`config.mk`:
```
export PLATFORM = sky130hd
export DESIGN_NAME = uart_rx_core
export DESIGN_NICKNAME = d
export VERILOG_FILES = /design/src/rtl/uart_rx_core.sv
export SDC_FILE = /design/constraint.sdc
export NUM_CORES = 1
export LEC_CHECK = 0
export CORE_ASPECT_RATIO = 0.6
export CORE_MARGIN = 1.5
export CORE_UTILIZATION = 30
export DETAILED_ROUTE_END_ITERATION = 8
export GPL_ROUTABILITY_DRIVEN = 0
export GPL_TIMING_DRIVEN = 1
export PLACE_DENSITY_LB_ADDON = 0.3
export SETUP_SLACK_MARGIN = 0.3
export SLEW_MARGIN = 20
export SYNTH_ARGS = -nofsm -noshare
export SYNTH_HDL_FRONTEND = slang
export SYNTH_SLANG_ARGS = --single-unit
export TNS_END_PERCENT = 100
```
`constraint.sdc`:
```
create_clock -name clk -period 2.3 [get_ports clk]
set_input_delay 0.575 -clock clk [delete_from_list [all_inputs] [get_ports clk]]
set_output_delay 0.575 -clock clk [all_outputs]
set_load 0.05 [all_outputs]
```
`src/rtl/uart_rx_core.sv`:
```
// UART receive engine: synchronises rxd, deserialises 8-bit LSB-first frames with optional
// parity, and hands each byte to the register block through a one-entry valid/ready slot.
module uart_rx_core #(
    parameter int unsigned DIV_W = 16
) (
    input  logic             clk,
    input  logic             rst_n,
    input  logic             rxd,
    input  logic [DIV_W-1:0] baud_div,
    input  logic             parity_en,
    input  logic             parity_odd,
    input  logic             rx_ready,
    input  logic             err_clr,
    output logic             rx_valid,
    output logic [7:0]       rx_data,
    output logic             parity_err,
    output logic             frame_err,
    output logic             overrun,
    output logic             rx_busy
);

    localparam logic [2:0] S_IDLE   = 3'd0;
    localparam logic [2:0] S_START  = 3'd1;
    localparam logic [2:0] S_DATA   = 3'd2;
    localparam logic [2:0] S_PARITY = 3'd3;
    localparam logic [2:0] S_STOP   = 3'd4;

    logic             rx_s1, rxs, rxs_d;
    logic [2:0]       state, state_n;
    logic [DIV_W-1:0] cnt, cnt_n;
    logic [DIV_W-1:0] div_q, div_eff, half;
    logic             par_en_q, par_odd_q;
    logic [2:0]       bit_idx, bit_idx_n;
    logic [7:0]       shift, shift_n;
    logic             perr, perr_n;
    logic             done_c;
    logic             start_c;

    assign div_eff = (baud_div < DIV_W'(3)) ? DIV_W'(3) : baud_div;
    assign half    = div_q >> 1;
    assign start_c = (state == S_IDLE) && (state_n == S_START);

    // Two-flop synchroniser plus edge register, all idling high
    always_ff @(posedge clk or negedge rst_n) begin
        if (!rst_n) begin
            rx_s1 <= 1'b1;
            rxs   <= 1'b1;
            rxs_d <= 1'b1;
        end else begin
            rx_s1 <= rxd;
            rxs   <= rx_s1;
            rxs_d <= rxs;
        end
    end

    always_ff @(posedge clk or negedge rst_n) begin
        if (!rst_n) begin
            state     <= S_IDLE;
            cnt       <= '0;
            bit_idx   <= '0;
            shift     <= '0;
            perr      <= 1'b0;
            div_q     <= DIV_W'(3);
            par_en_q  <= 1'b0;
            par_odd_q <= 1'b0;
            rx_busy   <= 1'b0;
        end else begin
            state   <= state_n;
            cnt     <= cnt_n;
            bit_idx <= bit_idx_n;
            shift   <= shift_n;
            perr    <= perr_n;
            rx_busy <= (state_n != S_IDLE);
            if (start_c) begin
                div_q     <= div_eff;
                par_en_q  <= parity_en;
                par_odd_q <= parity_odd;
            end
        end
    end

    always_comb begin
        state_n   = state;
        cnt_n     = (cnt == div_q) ? '0 : cnt + DIV_W'(1);
        bit_idx_n = bit_idx;
        shift_n   = shift;
        perr_n    = perr;
        done_c    = 1'b0;
        case (state)
            S_IDLE: begin
                cnt_n = '0;
                if (rxs_d && !rxs) begin
                    state_n = S_START;
                    perr_n  = 1'b0;
                end
            end
            S_START: begin
                // Start bit must still be low at mid-bit, otherwise it was a glitch
                if (cnt == half) begin
                    cnt_n     = '0;
                    bit_idx_n = '0;
                    state_n   = rxs ? S_IDLE : S_DATA;
                end
            end
            S_DATA: begin
                if (cnt == div_q) begin
                    shift_n   = {rxs, shift[7:1]};
                    bit_idx_n = bit_idx + 3'd1;
                    if (bit_idx == 3'd7) begin
                        state_n = par_en_q ? S_PARITY : S_STOP;
                    end
                end
            end
            S_PARITY: begin
                if (cnt == div_q) begin
                    perr_n  = (rxs != ((^shift) ^ par_odd_q));
                    state_n = S_STOP;
                end
            end
            S_STOP: begin
                // Leave at mid-stop-bit so a back-to-back start edge is not missed
                if (cnt == div_q) begin
                    done_c  = 1'b1;
                    state_n = S_IDLE;
                end
            end
            default: begin
                state_n = S_IDLE;
                cnt_n   = '0;
            end
        endcase
    end

    // One-entry holding slot and sticky overrun
    always_ff @(posedge clk or negedge rst_n) begin
        if (!rst_n) begin
            rx_valid   <= 1'b0;
            rx_data    <= '0;
            parity_err <= 1'b0;
            frame_err  <= 1'b0;
            overrun    <= 1'b0;
        end else begin
            if (done_c && (!rx_valid || rx_ready)) begin
                rx_valid   <= 1'b1;
                rx_data    <= shift;
                parity_err <= perr;
                frame_err  <= ~rxs;
            end else if (rx_valid && rx_ready) begin
                rx_valid <= 1'b0;
            end
            if (done_c && rx_valid && !rx_ready) begin
                overrun <= 1'b1;
            end else if (err_clr) begin
                overrun <= 1'b0;
            end
        end
    end

endmodule

```
==> qor.txt, run 1 <==
Reg power frac -> 0.431
Core area -> 10600 um^2
Crit-path cells -> xnor2_1 > nand4_1 > nor4_2 > buf_4 > and3_4 > buf_12 > mux2_2
Slew Limit Fails -> 0
Detailed Route WL -> 7.525 mm
Overall Global Routing Usage -> 0.1422
Cell area power density -> 938.2 nW/um^2
1st-iter DRT viols -> 98
Worst path max stage delay -> 460 ps
Post-synthesis async set-or-reset flop share -> 1.000
First-pass GRT wire length -> 12.25 mm
Die area -> 11580 um^2
Die Width -> 137.9 um
Vias in the first global route -> 2249
Clk root buf -> clkbuf_16
Worst-Margin Slew -> 532.3 ps
CTS tree -> yes
Post-synth EDFFs -> 0
DRC errors left -> 0
Arrival @ worst endpoint -> 2250 ps
Internal power -> 0.002605 W
Initial Utilization -> 0.3093
Commonest non-fill, non-tap cells in the layout -> nand2_1 (59), dfrtp_1 (55), xnor2_1 (31), xor2_1 (22), clkdlybuf4s50_1 (21)
Main synth FF type -> dfrtp_1
Largest net degree at the start of global routing -> 53
CP endpoint kind -> flip-flop
Seq/Total Area, Yosys -> 0.4983
PortBufs -> 35
Setup_tns -> 0 ps
Outcome -> completed
Share of post-route cells with drive strength above 1 -> 0.2022
Final setup fails -> 0
Clk Latency, worst-skew pair -> 330 ps
Leak -> 1.925 nW
Synth warn -> 0
Worst Path Class, Setup -> flip-flop to flip-flop
Sw Share -> 0.3305
DRT Pass-1 Iters -> 4
Die Height -> 83.96 um
Clock Skews -> 5.032 ps
CP bufs+invs -> 2
Syn-to-layout area delta -> 26.58%
Tcrit/Tclk final -> 0.8817
Ant. Diodes -> 0
Post-synthesis register bit count -> 65
Via count -> 2367
Synthesized instance count -> 309
Mean area per synthesized cell -> 10.60 um^2
Worst EP required -> 2520 ps
Delay-heaviest family, CP -> simple AND/OR/NAND/NOR gates
Critical-path top delay cell -> dfrtp_2
Psw -> 0.001286 W
IO Count -> 36
Min cycle time layout -> 2028 ps
HPWL after detailed placement -> 5.398 mm
CTS Buf Count -> 9
HP Class -> input pin to asynchronous set/reset pin
Layout Nets -> 382
Final Non-Filler Cells -> 500
Row cnt -> 29
Mapped cell area -> 3277 um^2
Clk sink count -> 65
Clock power frac -> 0.322
Fmax -> 493.1 MHz
Inst Count DP -> 478
CTS Buffer Depth -> 2
RSZ-0062 raised after global routing -> true
Final hold violation count -> 0
Total gr overflow -> 0
H-Tree Depth -> 3
Vias per inst -> 4.734
Worst vdd ir -> 361.2 uV
Worst-path fanout max -> 10
Max Cap Viol -> 0
Antenna Nets Post-Route -> 0
Initial antenna violation count -> 0
Crit start category -> flip-flop
CTS clock-pin slew for the worst setup and hold paths -> 60 ps
Yosys cell types -> 42
Combinational power share -> 0.247
Max_slew headroom -> 0.6451
Commonest non-fill, non-tap cell in the layout -> nand2_1
Synthesized net count -> 335
Routed len/inst -> 15.05 um
Hold buffer count at CTS -> 0
[layout make-up]
class	instances	area (um^2)
clock buffer	10	229.0
clock inverter	6	45.04
fill	1066	6447
inverter	7	26.28
multi-input combinational	221	1540
sequential	65	1639
tap	139	173.9
timing repair buffer	52	494.2
[registers in the layout, summed over array words and instances (netlist names)]
name / count
rxs_d: 1
overrun: 1
rx_valid: 1
shift: 8
rx_s1: 1
rx_busy: 1
bit_idx: 3
par_odd_q: 1
cnt: 16
div_q: 16
parity_err: 1
rx_data: 8
rxs: 1
par_en_q: 1
perr: 1
frame_err: 1
state: 3
[worst reg2reg max path: cells and delay by family (launching register included)]
family                 cells  cell delay [ps]
buffers and inverters      2              320
AND/OR/NAND/NOR            3              650
XOR/XNOR                   1              150
flip-flops                 1              460
multiplexers               1              330
[routing by layer]
| layer | track usage | wire length (um) |
|---|---|---|
| met5 | 0 | 0 |
| met3 | 0.03704 | 338 |
| met1 | 0.2359 | 4265 |
| met4 | 0.05114 | 96 |
| met2 | 0.1669 | 2824 |
[repair_timing]
action                                  CTS  global route
gates resized for setup                  19             4
endpoints found under the setup margin   38            35
pin swaps                                 2             2
gates cloned                              0             0
buffers inserted                          3             3
[cells in the mapped netlist (2+ instances only)]
cell	n	area [um^2]
buf_4	3	22.52
clkbuf_1	4	15.01
nand3_1	9	45.04
nor4_1	7	43.79
buf_6	4	45.04
nand4_1	7	43.79
buf_2	2	10.01
nand2b_1	4	25.02
clkbuf_2	3	15.01
dfstp_2	5	131.4
nor3_1	16	80.08
and3_1	5	31.28
dfrtp_1	60	1501
o22a_1	2	17.52
o21ai_0	5	25.02
xor2_1	22	192.7
inv_1	7	26.28
xnor2_1	32	280.3
nor2_1	8	30.03
nand2_1	59	221.5
ha_1	3	37.54
mux2_2	19	214.0
a211oi_1	2	15.01
mux2i_1	3	30.03
[logic make-up (layout without fill, tap and decap cells)]
group	Yosys count	after routing	synth area share
simple gates	126	126	0.1936
flops	65	65	0.4983
compound gates	16	16	0.03704
xor+xnor	54	54	0.1443
fa+ha+maj	3	3	0.01146
buf+inv	23	75	0.04085
mux	22	22	0.07446
[worst paths after layout]
path	from	end	slack [ps]	cells past startpoint
worst min register to register	rx_s1	rxs	360	0
max in group asynchronous	rst_n	div_q[0]	1490	2
min in group clk	rx_s1	rxs	360	0
worst max register to register	cnt[2]	rx_data[5]	270	7
worst max-delay path	cnt[2]	rx_data[5]	270	7
worst min-delay path	rst_n	overrun	150	1
[power groups by stage]
stage	combinational, W	clock, W	sequential (W)
3_3_place_gp	0.000867	0	0.00168
6_report	0.000960	0.00125	0.00168
3_5_place_dp	0.000885	0	0.00169
5_1_grt	0.00106	0.00135	0.00171
4_1_cts	0.000924	0.00128	0.00168
2_1_floorplan	0.000721	0	0.00157
[metrics by stage]
| step | instance area (um^2) | setup WS (ps) | util | hold WS [ps] | total power (W) |
|---|---|---|---|---|---|
| floorplan | 3277 | 431.8 | - | 279.4 | 0.002292 |
| global placement | 3809 | 209.1 | 0.3595 | 350.0 | 0.002543 |
| detailed placement | 3809 | 169.4 | 0.3595 | 350.3 | 0.002576 |
| CTS | 4111 | 269.8 | 0.3880 | 153.4 | 0.003883 |
| global route | 4148 | 193.4 | 0.3915 | 180.1 | 0.004117 |
| finish | 4148 | 272.1 | 0.3915 | 153.1 | 0.003891 |
Power figures use the tool's default switching activity.
==> run 2, diff against run 1 <==
--- a/config.mk
+++ b/config.mk
@@ -9,6 +9,7 @@
 export CORE_MARGIN = 1.5
 export CORE_UTILIZATION = 30
 export DETAILED_ROUTE_END_ITERATION = 8
+export DONT_BUFFER_PORTS = 1
 export GPL_ROUTABILITY_DRIVEN = 0
 export GPL_TIMING_DRIVEN = 1
 export PLACE_DENSITY_LB_ADDON = 0.3
==> constraint.sdc (replaced) <==
create_clock -name clk -period 2.05 [get_ports clk]
set_input_delay 0.5125 -clock clk [delete_from_list [all_inputs] [get_ports clk]]
set_output_delay 0.5125 -clock clk [all_outputs]
set_load 0.05 [all_outputs]
==> run 2 against run 1 <==
The flow now finishes with violations (negative hold slack). Via count down 3.7%. Critical path depth down 1. Sequential cell count unchanged. Die area unchanged. Non-clock buffer count down 27. Routed wire length up 5.7%. Maximum frequency up 1.7%. Global-route usage up 0.85 points. Hold slack worse by 280 ps. Sequential share of layout area up 0.65 points. First-iteration DRC count up 4.1%. Total power up 23%.
==> qor.txt, run 2 (synthesis results as in run 1) <==
Fmax -> 501.5 MHz
Min cycle time layout -> 1994 ps
IO Count -> 36
FF-to-FF setup slack -> 60 ps
Hold_ws -> -124.0 ps
Total area of sequential cells -> 1638 um^2
Commonest non-fill, non-tap cell in the layout -> nand2_1
Routed len/inst -> 16.82 um
Max Cap Viol -> 0
Worst vdd ir -> 424.6 uV
Clk root buf -> clkbuf_16
Final Non-Filler Cells -> 473
Antenna Nets Post-Route -> 0
Syn-to-layout area delta -> 24.44%
Die Height -> 83.96 um
CTS clock-pin slew for the worst setup and hold paths -> 60 ps
Finished Cell Area -> 4078 um^2
Vias in the first global route -> 2351
Clk Latency, worst-skew pair -> 330 ps
Total gr overflow -> 0
1st-iter DRT viols -> 102
HPWL after detailed placement -> 5.319 mm
R2R Path Start -> div_q[0]
Worst Path Class, Setup -> flip-flop to flip-flop
Placed instance area -> 3595 um^2
Largest regs -> cnt (16), div_q (16)
Leak -> 1.870 nW
RSZ-0062 raised after global routing -> true
Violated checks -> negative hold slack
Worst reg-to-reg path cell count -> 6
Last element of the critical path -> rx_data[1]
CP endpoint kind -> flip-flop
Clk sink count -> 65
HP Class -> input pin to asynchronous set/reset pin
Slew Limit Fails -> 0
Setup_tns -> 0 ps
Final setup fails -> 0
Critical-path top delay cell -> dfstp_2
Die area -> 11580 um^2
Critical path depth -> 6
Outcome -> finished with violations
Crit-path cells -> xnor2_2 > nand4_1 > nor4_4 > and3_4 > clkbuf_16 > mux2_4
H-Tree Depth -> 3
Initial antenna violation count -> 0
Row cnt -> 29
Crit path from -> div_q[0]
CP bufs+invs -> 1
Cell area power density -> 1178 nW/um^2
Crit start category -> flip-flop
Detailed Route WL -> 7.954 mm
Inst Count DP -> 451
Die Width -> 137.9 um
PortBufs -> 0
Max_slew headroom -> 0.6063
Initial Utilization -> 0.3093
Share of post-route cells with drive strength above 1 -> 0.2635
First-pass GRT wire length -> 12.80 mm
Worst-Margin Slew -> 585.2 ps
Worst path max stage delay -> 570 ps
Vias per inst -> 4.820
Commonest non-fill, non-tap cells in the layout -> nand2_1 (59), dfrtp_1 (56), xnor2_1 (26), xor2_1 (21), buf_4 (17)
Core area -> 10600 um^2
Largest net degree at the start of global routing -> 66
CTS Buffer Depth -> 2
DRT Pass-1 Iters -> 4
FF-to-FF End -> rx_data[1]
Final hold violation count -> 60
Tcrit/Tclk final -> 0.9727
CTS Buf Count -> 9
Arrival @ worst endpoint -> 2210 ps
Layout Nets -> 355
Multi-input logic area -> 1644 um^2
Ant. Diodes -> 0
Clock Skews -> 4.183 ps
DRC errors left -> 0
Worst-path fanout max -> 5
Filler cell count -> 1033
Via count -> 2280
Overall Global Routing Usage -> 0.1507
Worst EP required -> 2270 ps
CTS tree -> yes
Delay-heaviest family, CP -> simple AND/OR/NAND/NOR gates
==> run 2: cell types whose count changed in the layout (fill, tap and decap cells not counted), moves of 2 or more <==
cell | before | now
buf_4 | 14 | 17
clkinvlp_4 | 3 | 1
mux2_2 | 19 | 9
buf_6 | 0 | 4
clkbuf_8 | 0 | 2
bufinv_16 | 0 | 2
xnor2_1 | 31 | 26
mux2_4 | 0 | 10
xnor2_2 | 1 | 6
clkdlybuf4s50_1 | 21 | 0
o21ai_1 | 0 | 3
o21ai_0 | 5 | 2
dlygate4sd2_1 | 13 | 0
==> run 2: worst min path at each step <==
| stage | start | end | slack (ps) |
|---|---|---|---|
| 3_5_place_dp | rst_n | overrun | 220 |
| 6_report | rst_n | overrun | -120 |
| 3_3_place_gp | rst_n | overrun | 220 |
| 5_1_grt | rst_n | cnt[13] | -140 |
| 2_1_floorplan | rst_n | bit_idx[0] | 220 |
| 4_1_cts | rst_n | overrun | -140 |
==> run 2: final cells by class <==
| class | count | area share |
|---|---|---|
| clock buffer | 11 | 0.06198 |
| clock inverter | 5 | 0.02087 |
| inverter | 7 | 0.006444 |
| multi-input combinational | 221 | 0.4032 |
| sequential | 65 | 0.4017 |
| tap | 139 | 0.04265 |
| timing repair buffer | 25 | 0.06321 |
==> run 2: layer usage <==
| layer | share of wire | up-vias | GRT usage |
|---|---|---|---|
| li1 | - | 1093 | - |
| met1 | 0.54 | 1127 | 0.2361 |
| met2 | 0.38 | 56 | 0.1777 |
| met3 | 0.076 | 4 | 0.06436 |
| met4 | 0.0060 | 0 | 0.04830 |
| met5 | 0 | - | 0 |
==> run 2: what timing repair did <==
action | in CTS | in global routing
pin swaps | 2 | 2
endpoints found under the setup margin | 43 | 44
hold endpoints to repair | 60 | 60
cloned | 0 | 1
resized for setup | 11 | 9
setup buffers | 4 | 1
==> run 2: stage by stage <==
step / power (W) / setup slack (ps) / utilization
finish: 0.004804 / 55.88 / 0.3849
global route: 0.005046 / -13.83 / 0.3849
CTS: 0.004764 / 114.2 / 0.3774
detailed placement: 0.002883 / 42.20 / 0.3393
global placement: 0.002872 / 80.02 / 0.3393
floorplan: 0.002618 / 236.3 / -
==> run 2: power by group <==
group,leakage (nW),internal [W],total (W),switching (W)
registers,0.844,0.00154,0.00190,0.000358
logic,0.864,0.000615,0.00116,0.000546
clock network,0.163,0.00114,0.00175,0.000607
total,1.87,0.00329,0.00480,0.00151
